--- src/rtl/mult_unit_pkg.sv ---
// Shared types and constants for the iterative 32x32 multiplier.
// Latency: n/a (declarations only).
// Backpressure: n/a.
package mult_unit_pkg;

    localparam int WIDTH = 32;
    localparam int STEPS = 32;
    localparam int CNT_W = $clog2(STEPS + 1);

    typedef enum logic [2:0] {
        ST_IDLE   = 3'd0,
        ST_RUN    = 3'd1,
        ST_FIX_LO = 3'd2,
        ST_FIX_HI = 3'd3,
        ST_DONE   = 3'd4
    } state_t;

    // Absolute value used at operand capture; the most negative value maps
    // onto itself, which is the correct magnitude when read as unsigned.
    function automatic logic [WIDTH-1:0] magnitude(input logic [WIDTH-1:0] v,
                                                   input logic             sgn);
        logic [WIDTH-1:0] one;
        one = {{(WIDTH-1){1'b0}}, 1'b1};
        return (sgn & v[WIDTH-1]) ? (~v + one) : v;
    endfunction

endpackage

--- src/rtl/mult_unit_fulladder.sv ---
// 32-bit ripple-carry adder shared by every datapath step of the multiplier.
// Latency: purely combinational.
// Backpressure: none.
module fulladder #(
    parameter int W = 32
) (
    input  logic [W-1:0] A,
    input  logic [W-1:0] B,
    input  logic         cin,
    output logic [W-1:0] y,
    output logic         cout
);

    // Bit-serial carry ripple from LSB to MSB.
    always_comb begin
        logic carry;
        y     = '0;
        carry = cin;
        for (int i = 0; i < W; i++) begin
            y[i]  = A[i] ^ B[i] ^ carry;
            carry = (A[i] & B[i]) | (carry & (A[i] ^ B[i]));
        end
        cout = carry;
    end

endmodule

--- src/rtl/mult_unit.sv ---
// Sequential shift-add 32x32 multiplier, signed or unsigned, 64-bit result on hi/lo.
// Latency: fixed 34 cycles from accepted start to the one-cycle done pulse.
// Backpressure: start is ignored while busy; a start in the DONE cycle is accepted.
module mult_unit
    import mult_unit_pkg::*;
(
    input  logic             clk,
    input  logic             reset,
    input  logic             start,
    input  logic             is_signed,
    input  logic [WIDTH-1:0] A,
    input  logic [WIDTH-1:0] B,
    output logic             busy,
    output logic             done,
    output logic [WIDTH-1:0] hi,
    output logic [WIDTH-1:0] lo
);

    state_t             state;
    state_t             next_state;
    logic               accept;

    logic [WIDTH-1:0]   m;
    logic [WIDTH-1:0]   p_hi;
    logic [WIDTH-1:0]   p_lo;
    logic [CNT_W-1:0]   count;
    logic               neg;
    logic               fc;

    logic [WIDTH-1:0]   add_a;
    logic [WIDTH-1:0]   add_b;
    logic               add_cin;
    logic [WIDTH-1:0]   add_y;
    logic               add_cout;

    // Single adder: accumulate partial products in RUN, then two's-complement
    // the magnitude product one half at a time in FIX_LO / FIX_HI.
    fulladder #(.W(WIDTH)) u_adder (
        .A    (add_a),
        .B    (add_b),
        .cin  (add_cin),
        .y    (add_y),
        .cout (add_cout)
    );

    // State register.
    always_ff @(posedge clk or posedge reset) begin
        if (reset) begin
            state <= ST_IDLE;
        end else begin
            state <= next_state;
        end
    end

    // Next-state decode and status outputs.
    always_comb begin
        next_state = state;
        busy       = 1'b0;
        done       = 1'b0;
        accept     = 1'b0;
        case (state)
            ST_IDLE: begin
                if (start) begin
                    accept     = 1'b1;
                    next_state = ST_RUN;
                end
            end
            ST_RUN: begin
                busy = 1'b1;
                if (count == CNT_W'(STEPS - 1)) begin
                    next_state = ST_FIX_LO;
                end
            end
            ST_FIX_LO: begin
                busy       = 1'b1;
                next_state = ST_FIX_HI;
            end
            ST_FIX_HI: begin
                busy       = 1'b1;
                next_state = ST_DONE;
            end
            ST_DONE: begin
                done = 1'b1;
                if (start) begin
                    accept     = 1'b1;
                    next_state = ST_RUN;
                end else begin
                    next_state = ST_IDLE;
                end
            end
            default: next_state = ST_IDLE;
        endcase
    end

    // Adder operand steering by state; inactive states feed zeros.
    always_comb begin
        add_a   = '0;
        add_b   = '0;
        add_cin = 1'b0;
        case (state)
            ST_RUN: begin
                add_a = p_hi;
                add_b = p_lo[0] ? m : '0;
            end
            ST_FIX_LO: begin
                add_a   = neg ? ~p_lo : p_lo;
                add_cin = neg;
            end
            ST_FIX_HI: begin
                add_a   = neg ? ~p_hi : p_hi;
                add_cin = neg & fc;
            end
            default: ;
        endcase
    end

    // Operand capture, shift-add iteration and result sign fix-up.
    always_ff @(posedge clk or posedge reset) begin
        if (reset) begin
            m     <= '0;
            p_hi  <= '0;
            p_lo  <= '0;
            count <= '0;
            neg   <= 1'b0;
            fc    <= 1'b0;
            hi    <= '0;
            lo    <= '0;
        end else if (accept) begin
            neg   <= is_signed & (A[WIDTH-1] ^ B[WIDTH-1]);
            m     <= magnitude(A, is_signed);
            p_hi  <= '0;
            p_lo  <= magnitude(B, is_signed);
            count <= '0;
        end else begin
            case (state)
                ST_RUN: begin
                    p_hi  <= {add_cout, add_y[WIDTH-1:1]};
                    p_lo  <= {add_y[0], p_lo[WIDTH-1:1]};
                    count <= count + CNT_W'(1);
                end
                ST_FIX_LO: begin
                    lo <= add_y;
                    fc <= add_cout;
                end
                ST_FIX_HI: begin
                    hi <= add_y;
                end
                default: ;
            endcase
        end
    end

endmodule

--- config.mk ---
export PLATFORM = sky130hd
export DESIGN_NAME = mult_unit
export DESIGN_NICKNAME = d
export VERILOG_FILES = /design/src/rtl/mult_unit_pkg.sv /design/src/rtl/mult_unit_fulladder.sv /design/src/rtl/mult_unit.sv
export SDC_FILE = /design/constraint.sdc
export NUM_CORES = 1
export LEC_CHECK = 0
export ABC_CLOCK_PERIOD_IN_PS = 25000
export CORE_MARGIN = 2
export CORE_UTILIZATION = 32
export CTS_CLUSTER_SIZE = 10
export DETAILED_ROUTE_END_ITERATION = 6
export GPL_ROUTABILITY_DRIVEN = 0
export PLACE_DENSITY_LB_ADDON = 0.2
export REMOVE_ABC_BUFFERS = 1
export SETUP_SLACK_MARGIN = 0.05
export SLEW_MARGIN = 25
export SYNTH_ARGS = -nofsm -noshare
export SYNTH_HDL_FRONTEND = slang
export SYNTH_HIERARCHICAL = 1
export SYNTH_SLANG_ARGS = --single-unit
--- constraint.sdc ---
create_clock -name clk -period 25 [get_ports clk]
set_input_delay 2.5 -clock clk [delete_from_list [all_inputs] [get_ports clk]]
set_output_delay 2.5 -clock clk [all_outputs]
set_load 0.02 [all_outputs]
==> metrics, run 1 <==
Async SR Flop Fraction 1.00; outcome finished, final reports clean; Num CTS Buffers 17; share of layout cells above drive strength 1 0.127; Adder-Cell Fraction of Synth Area 0.0687; # diodes 0; mapped cell area roughly 10000 um^2; core box area 30500 um^2; mux cell area share after synthesis 0.0833; fmax 0.0688 GHz; maxcap violations 0; prevailing post-synth register cell dfrtp_1; Placed Area 11600 um^2; CTS HTree Levels 4; Cell Rows between 60 and 70; Starting DRT DRC Count 496; fin cells 1447; # nets final about 1.1k; setup TNS 0 ns; TritonCTS clock tree built; dpl cells 1415; warnings from Yosys 6; DRT Pass-1 Iters 6; die area 32300 um^2; worst skew pair latency 0.45 ns; period utilisation layout 0.582; startpoint types flip-flop; Leak 0.00538 uW; Yosys reg bits 171; Die Y ~180 um; Mapped Cells between 900 and 1k; most common cell after layout, fill and taps aside dfrtp_1; Final Hold Viols 0; slew margin rel. 0.230; fin util 0.399; # hold bufs at CTS 0; most frequent cells in the layout 171 x dfrtp_1, 133 x clkdlybuf4s50_1, 69 x nor2_1; CP dominant cell by count fa_1; initial core utilization 0.324; worst clock skew 0.0186 ns; P&R area growth vs syn 23.2%; first-pass GRT wire length around 46 mm; CP Max Fanout 34; antenna violations before repair 0; Ports 134; CTS Root Cell clkbuf_16; Clock Path Buffers 2; port bufs 133; syn_area_per_cell 10.5 um^2; slowest stage cell, crit path dfrtp_1; Netlist cell types 48; grt ovf 0; Post-Synth XOR/XNOR Area 0.0994; post-CTS sizing 0; register area share after synthesis 0.433; total power roughly 1000 uW; main combinational cell family by area after synthesis compound AO/OA/AOI/OAI gates; postcts setup bufs 0; CP max stage delay about 1.0 ns; Synth Area in Simple Gates 0.127; Avg Vias per Cell between 5 and 6; Clock transition at path regs 0.08 ns; worst-margin pin slew approximately 1.1 ns; Total Routing Usage GR 0.183; WS Path Type flip-flop to flip-flop; Slew Limit Fails 0; Hold Path Class flip-flop to flip-flop; maximum number of pins on one net before global-route repair 96; PwrDens 82.5 nW/um^2; EDFF count, synth 0; endpoint type of the worst setup path flip-flop; die width 180 um; Detail Route Antenna Nets 0; Compound-Gate Fraction of Synth Area 0.152; Worst IR Drop VDD 0.0535 mV; Residual DRC 0; drt total wl 28.8 mm; routed len/inst 19.9 um; clk sink count 171; final setup fails 0; arrival time at the worst endpoint 14.93 ns; via count 7590; Final HPWL DP between 15 and 20 mm; number of global-route vias before repair 7642; Req. time, crit path 25.39 ns; Design Area, Final 12200 um^2; RSZ-0062 raised after global routing no; final worst path period need roughly 15 ns; fillers 3005
metal layers:
metal / up-vias / track usage / wire (um)
li1: 3547 / - / -
met1: 3786 / 0.261 / 13500
met2: 213 / 0.287 / 13400
met3: 44 / 0.0259 / 1200
met4: 0 / 0.0556 / 678
met5: - / 0 / 0
Yosys cell counts, types with 19 or more instances:
| library cell | n | share of area |
|---|---|---|
| dfrtp_1 | 171 | 0.43 |
| nand2_1 | 72 | 0.027 |
| nor2_1 | 70 | 0.027 |
| mux2_2 | 65 | 0.074 |
| xor2_1 | 63 | 0.056 |
| a22oi_1 | 61 | 0.046 |
| o21ai_0 | 58 | 0.029 |
| clkbuf_1 | 53 | 0.020 |
| xnor2_1 | 49 | 0.043 |
| a22o_1 | 34 | 0.030 |
| and3_1 | 33 | 0.021 |
| fa_1 | 32 | 0.065 |
| inv_1 | 19 | 0.0072 |
area by class of cell:
class                      instances  area, um^2  area share
clock inverter                    15         175      0.0144
clock buffer                      17         425      0.0350
inverter                          19        76.3     0.00627
tap                              396         495      0.0407
sequential                       171        4280       0.352
multi-input combinational        681        5270       0.433
timing repair buffer             148        1440       0.119
final timing paths:
check | start | to | slack (ns) | cells past startpoint
worst min-delay path | m[31] | m[31] | 0.47 | 2
max in group asynchronous | reset | p_hi[0] | 21.29 | 3
worst max register to register | p_lo[0] | lo[31] | 10.46 | 40
min in group asynchronous | reset | hi[11] | 2.56 | 2
worst min register to register | m[31] | m[31] | 0.47 | 2
worst max-delay path | p_lo[0] | lo[31] | 10.46 | 40
through the flow:
stage | setup slack (ns) | hold WS (ns)
after CTS | 10.45 | 0.475
final | 10.46 | 0.470
after global routing | 9.91 | 0.496
after detailed placement | 10.59 | 0.452
after global placement | 10.71 | 0.449
after floorplan | 9.62 | 0.431
flip-flops by register name, summed over array words and instances (netlist names):
signal	count
neg	1
fc	1
hi	32
count	6
p_hi	32
state	3
p_lo	32
m	32
lo	32
critical path, delay by kind of cell (launching register included):
family	cells	cell delay (ns)
adder cells (fa/ha/maj)	32	12.55
flip-flops	1	1.01
XOR/XNOR	1	0.16
buffers and inverters	4	0.29
multiplexers	1	0.15
AO/OA/AOI/OAI	1	0.23
AND/OR/NAND/NOR	1	0.08
power breakdown:
part,internal (uW),leakage [uW],switching (uW)
Sequential,339,0.00223,59.8
Clock,143,0.000291,133
Combinational,156,0.00286,173
Total,638,0.00538,366
cells by family after synthesis:
kind of cell | count (synthesis)
muxes | 74
and+or+nand+nor | 244
AOI/OAI and AO/OA | 216
DFF | 171
adders and majority gates | 35
xor gates and xnor gates | 112
buffers and inverters | 90
(Power assumes the default switching activity.)
==> run 2: changes to the inputs <==
--- a/config.mk
+++ b/config.mk
@@ -5,7 +5,7 @@
 export SDC_FILE = /design/constraint.sdc
 export NUM_CORES = 1
 export LEC_CHECK = 0
-export ABC_CLOCK_PERIOD_IN_PS = 25000
+export ABC_CLOCK_PERIOD_IN_PS = 14400
 export CORE_MARGIN = 2
 export CORE_UTILIZATION = 32
 export CTS_CLUSTER_SIZE = 10
==> constraint.sdc (replaced) <==
create_clock -name clk -period 14.4 [get_ports clk]
set_input_delay 1.44 -clock clk [delete_from_list [all_inputs] [get_ports clk]]
set_output_delay 1.44 -clock clk [all_outputs]
set_load 0.02 [all_outputs]
==> run 2 against run 1 <==
Compared with the run above: maximum frequency increased by 5.4%; sequential power increased by 71%; global-route usage decreased by 0.31 points; clock skew increased by 0.0036 ns; non-clock buffer count increased by 3; flip-flop and latch count unchanged; utilization about the same; die area unchanged; worst hold slack improved by 0.0018 ns; setup slack got worse by 9.9 ns; critical endpoint unchanged; largest power group unchanged.
==> metrics, run 2 (same netlist as run 1, synthesis figures left out) <==
arrival time at the worst endpoint between 10 and 15 ns; core box area 30500 um^2; die width 180 um; fin cells 1450; period utilisation layout 0.958; P&R area growth vs syn 23.3%; first-pass GRT wire length 45.4 mm; Cell Rows 64; die area about 32000 um^2; RSZ-0062 raised after global routing no; outcome finished, final reports clean; endpoint type of the worst setup path flip-flop; Die Y roughly 180 um; drt total wl 28.5 mm; CP max stage delay 0.47 ns; Num CTS Buffers 17; Req. time, crit path 14.78 ns; Design Area, Final 12200 um^2; maximum number of pins on one net before global-route repair 98; Detail Route Antenna Nets 0; clk sink count 171; Clock transition at path regs 0.08 ns; Residual DRC 0; Hold Path Class flip-flop to flip-flop; reg2reg end lo[31]; slowest stage cell, crit path fa_1; most common cell after layout, fill and taps aside dfrtp_1; Leak 0.00538 uW; worst clock skew 0.0222 ns; Ports about 130; Placed Area 11600 um^2; TritonCTS clock tree built; startpoint types flip-flop; Worst IR Drop VDD 0.0721 mV; reg-to-reg slack, setup 0.60 ns; grt ovf 0; CP Max Fanout 8; fillers 3003; maxcap violations 0; PwrDens between 100 and 150 nW/um^2; WS Path Type flip-flop to flip-flop; # nets final 1144; share of layout cells above drive strength 1 0.131; Starting DRT DRC Count around 640; final setup fails 0; Worst Hold Path EP m[31]; DRT Pass-1 Iters 5; routed len/inst just under 20 um; worst skew pair latency 0.45 ns; Reg2Reg Depth 40; # hold bufs at CTS 0; Reg-to-Reg Start state[1]; CP dominant cell by count fa_1; via count between 7k and 8k; hold_sp m[31]; Worst Hold Depth 2; dpl cells roughly 1.4k; Final HPWL DP about 19 mm; fmax 0.0725 GHz; worst-margin pin slew around 1.1 ns; CTS HTree Levels 4; most frequent cells in the layout 169 x dfrtp_1, 133 x clkdlybuf4s50_1, 69 x nand2_1; antenna violations before repair 0; final worst path period need approximately 14 ns; initial core utilization 0.324; slew margin rel. 0.274; port bufs 133; Final Hold Viols 0; Clock Path Buffers 2; # diodes 0; Final Worst Setup Slack 0.602 ns; CTS Root Cell clkbuf_16; dpl ws approximately 0.44 ns; Total Routing Usage GR 0.180; Slew Limit Fails 0; Avg Vias per Cell 5.18; number of global-route vias before repair 7677
## run 2: cell count changes in the layout (fill, tap and decap cells not counted), moves of 2 or more
cell	before	now
clkinv_4	2	4
inv_6	6	3
clkinv_8	3	0
dfrtp_2	0	2
buf_4	15	17
fa_1	32	29
dfrtp_1	171	169
clkbuf_1	0	3
fa_2	0	3
inv_8	2	4
## run 2: worst max path at each step
| stage | startpoint | to | slack, ns | cells after the start |
|---|---|---|---|---|
| floorplan | neg | lo[31] | -0.98 | 41 |
| global placement | state[1] | hi[31] | 0.54 | 41 |
| detailed placement | state[1] | lo[31] | 0.44 | 41 |
| CTS | state[1] | lo[31] | 0.36 | 41 |
| global route | state[1] | lo[31] | 0.09 | 40 |
| finish | state[1] | lo[31] | 0.60 | 40 |
## run 2: where the power goes
group	switching, uW	internal [uW]	leakage (uW)
Combinational	308	274	0.00287
Clock	222	245	0.000276
Sequential	90.8	590	0.00223
## run 2: layout make-up
| cell class | count | area, um^2 | area share |
|---|---|---|---|
| Clock buffer | 20 | 437 | 0.0359 |
| Clock inverter | 12 | 133 | 0.0109 |
| Inverter | 19 | 78.8 | 0.00647 |
| Multi-Input combinational cell | 681 | 5280 | 0.434 |
| Sequential cell | 171 | 4280 | 0.352 |
| Tap cell | 396 | 495 | 0.0407 |
| Timing Repair Buffer | 151 | 1470 | 0.121 |
## run 2: through the flow
stage	power [uW]	TNS, ns	utilization	hold slack (ns)
after floorplan	1070	-7.71	-	0.431
after global placement	1270	0	0.379	0.456
after detailed placement	1270	0	0.379	0.461
after CTS	1750	0	0.398	0.479
after global routing	1850	0	0.399	0.501
final	1730	0	0.399	0.472
## run 2: critical path: cells and delay by family (launching register included)
kind                     cells  cell delay, ns
buffers and inverters        4            0.30
AO/OA/AOI/OAI                1            0.17
flip-flops                   1            0.46
AND/OR/NAND/NOR              2            0.26
adder cells (fa/ha/maj)     32           12.40
multiplexers                 1            0.15
## run 2: metal layers
metal,track usage,wire length (um),up-vias
li1,-,-,3562
met1,0.255,13500,3742
met2,0.282,13400,184
met3,0.0308,1130,28
met4,0.0511,480,0
met5,0,0,-
## run 2: what timing repair did
action / 4_1_cts / 5_1_grt
buffers inserted: 0 / 2
hold endpoints to repair: 0 / 0
gates resized for setup: 0 / 5
setup endpoints to repair: 0 / 5
==> run 3: changes to the inputs <==
--- a/config.mk
+++ b/config.mk
@@ -5,12 +5,13 @@
 export SDC_FILE = /design/constraint.sdc
 export NUM_CORES = 1
 export LEC_CHECK = 0
+export ABC_AREA = 1
 export ABC_CLOCK_PERIOD_IN_PS = 14400
 export CORE_MARGIN = 2
 export CORE_UTILIZATION = 32
 export CTS_CLUSTER_SIZE = 10
 export DETAILED_ROUTE_END_ITERATION = 6
-export GPL_ROUTABILITY_DRIVEN = 0
+export GPL_ROUTABILITY_DRIVEN = 1
 export PLACE_DENSITY_LB_ADDON = 0.2
 export REMOVE_ABC_BUFFERS = 1
 export SETUP_SLACK_MARGIN = 0.05
==> run 3 against run 2 <==
Compared with the run above: clock-buffer cell count shrank 2; flip-flop and latch count unchanged; register-to-register slack improved by 0.05 ns; largest cell class unchanged; highest routed layer unchanged.
==> metrics, run 3 <==
outcome finished, final reports clean; endpoint type of the worst setup path flip-flop; period utilisation layout 0.955; slew margin rel. 0.367; fmax 0.0727 GHz; Die Y 185 um; Yosys reg bits 171; Final Hold Viols 0; Async SR Flop Fraction 1.00; CP Max Fanout 5; Worst IR Drop VDD slightly above 0.09 mV; Netlist cell types 38; Leak 0.00553 uW; port bufs 133; Starting DRT DRC Count 770; Synth area leaders dfrtp_1 41%, nand2_1 13%, o21ai_0 6.3%; grt ovf 0; Design Area, Final 12800 um^2; # diodes 0; most frequent cells in the layout 350 x nand2_1, 168 x dfrtp_1, 143 x inv_1; register area share after synthesis 0.406; Detail Route Antenna Nets 0; antenna violations before repair 0; worst hold slack 0.484 ns; most common cell in the netlist nand2_1; DRT Pass-1 Iters 5; CP dominant cell by count fa_1; share of layout cells above drive strength 1 0.0657; # hold bufs at CTS 0; worst skew pair latency 0.44 ns; maxcap violations 0; Clock Path Buffers 2; Hold Path Class flip-flop to flip-flop; Mapped Cells between 1k and 1.5k; Req. time, crit path 14.75 ns; syn_area_per_cell 7.81 um^2; Slew Limit Fails 0; Cell Rows 66; EDFF count, synth 0; startpoint types flip-flop; RSZ-0062 raised after global routing no; mapped cell area between 10000 and 15000 um^2; Residual DRC 0; CTS Root Cell clkbuf_16; die width 185 um; Placed Area 12200 um^2; gpl congestion roughly 0.86; number of global-route vias before repair 8776; CP max stage delay approximately 0.52 ns; area leader, netlist dfrtp_1; final worst path period need 13.75 ns; clk sink count around 170; top cell type's share of synthesized area 0.406; Total Routing Usage GR 0.186; fillers approximately 3.4k; warnings from Yosys 6; routed len/inst 16.2 um; die area about 34000 um^2; commonest cells in the netlist 352 x nand2_1, 171 x dfrtp_1, 144 x inv_1; Num CTS Buffers 17; TritonCTS clock tree built; # nets final 1551; prevailing post-synth register cell dfrtp_1; Ports 134; core box area about 32000 um^2; first-pass GRT wire length 49.3 mm; CTS HTree Levels 4; arrival time at the worst endpoint approximately 14 ns; drt total wl 30.9 mm; Clock transition at path regs 0.07 ns; initial core utilization 0.325; PwrDens 198 nW/um^2; WS Path Type flip-flop to flip-flop; P&R area growth vs syn 21.4%; Avg Vias per Cell 4.81; slowest stage cell, crit path dfrtp_4; Final HPWL DP between 20 and 25 mm; via count about 9.1k; worst-margin pin slew between 0.9 and 1 ns; worst clock skew 0.0127 ns; maximum number of pins on one net before global-route repair 101; final setup fails 0; most common cell after layout, fill and taps aside nand2_1
==> run 3: cell count changes in the layout (fill, tap and decap cells not counted), sizes merged, moves of 59 or more <==
cell,delta
a22oi,-59
inv,+131
mux2,-65
nand2,+288
nand3,+82
nor2,+68
o21ai,+80
==> run 3: per-layer routing <==
layer	global-route usage	wire length (um)	vias to the layer above
met5	0	0	-
met4	0.0527	463	0
met3	0.0287	1230	26
met2	0.269	13400	220
met1	0.285	15800	4360
li1	-	-	4542
==> run 3: report_power, final <==
part / internal, uW / switching, uW
registers: 678 / 134
logic: 487 / 799
clock network: 225 / 215
total: 1390 / 1150
==> run 3: per-stage QoR <==
stage	setup slack (ns)	TNS [ns]	power (uW)	util	cells
floorplan	-0.630	-3.23	1600	-	1279
finish	0.648	0	2540	0.394	1903
CTS	0.310	0	2550	0.392	1899
global route	0.104	0	2750	0.394	1903
detailed placement	0.355	0	2090	0.375	1867
global placement	0.551	0	2080	0.375	1867
==> run 3: cell families (layout without fill, tap and decap cells) <==
group           after synthesis  count (layout)  share of synthesized area
compound gates              251             251                      0.142
xor+xnor                     72              72                     0.0599
fa+ha+maj                    35              35                     0.0644
buf+inv                     220             332                     0.0885
flops                       171             171                      0.406
simple gates                599             600                      0.239
==> run 3: what timing repair did <==
action                     4_1_cts  5_1_grt
setup endpoints to repair        0        5
resized for setup                0       11
setup buffers                    0        3
==> run 3: layout make-up <==
cell class                 instances  area (um^2)  area share
clock buffer                      18          429      0.0336
clock inverter                    14          116     0.00910
inverter                         151          574      0.0449
multi-input combinational        958         5370       0.420
sequential                       171         4290       0.335
tap                              442          553      0.0433
timing repair buffer             149         1460       0.114
==> run 3: worst paths after layout <==
check	startpoint	end	slack (ns)	cells past startpoint
max	neg	p_hi[30]	0.65	40
max in group asynchronous	reset	lo[28]	11.75	3
min in group asynchronous	reset	lo[0]	1.53	2
max reg2reg	neg	p_hi[30]	0.65	40
min	lo[17]	lo[17]	0.48	2
min reg2reg	lo[17]	lo[17]	0.48	2
==> run 3: critical path, delay by kind of cell (launching register included) <==
family,cells,cell delay [ns]
AOI/OAI and AO/OA,2,0.28
adders and majority gates,32,12.36
xor gates and xnor gates,1,0.18
buffers and inverters,5,0.32
DFF,1,0.52
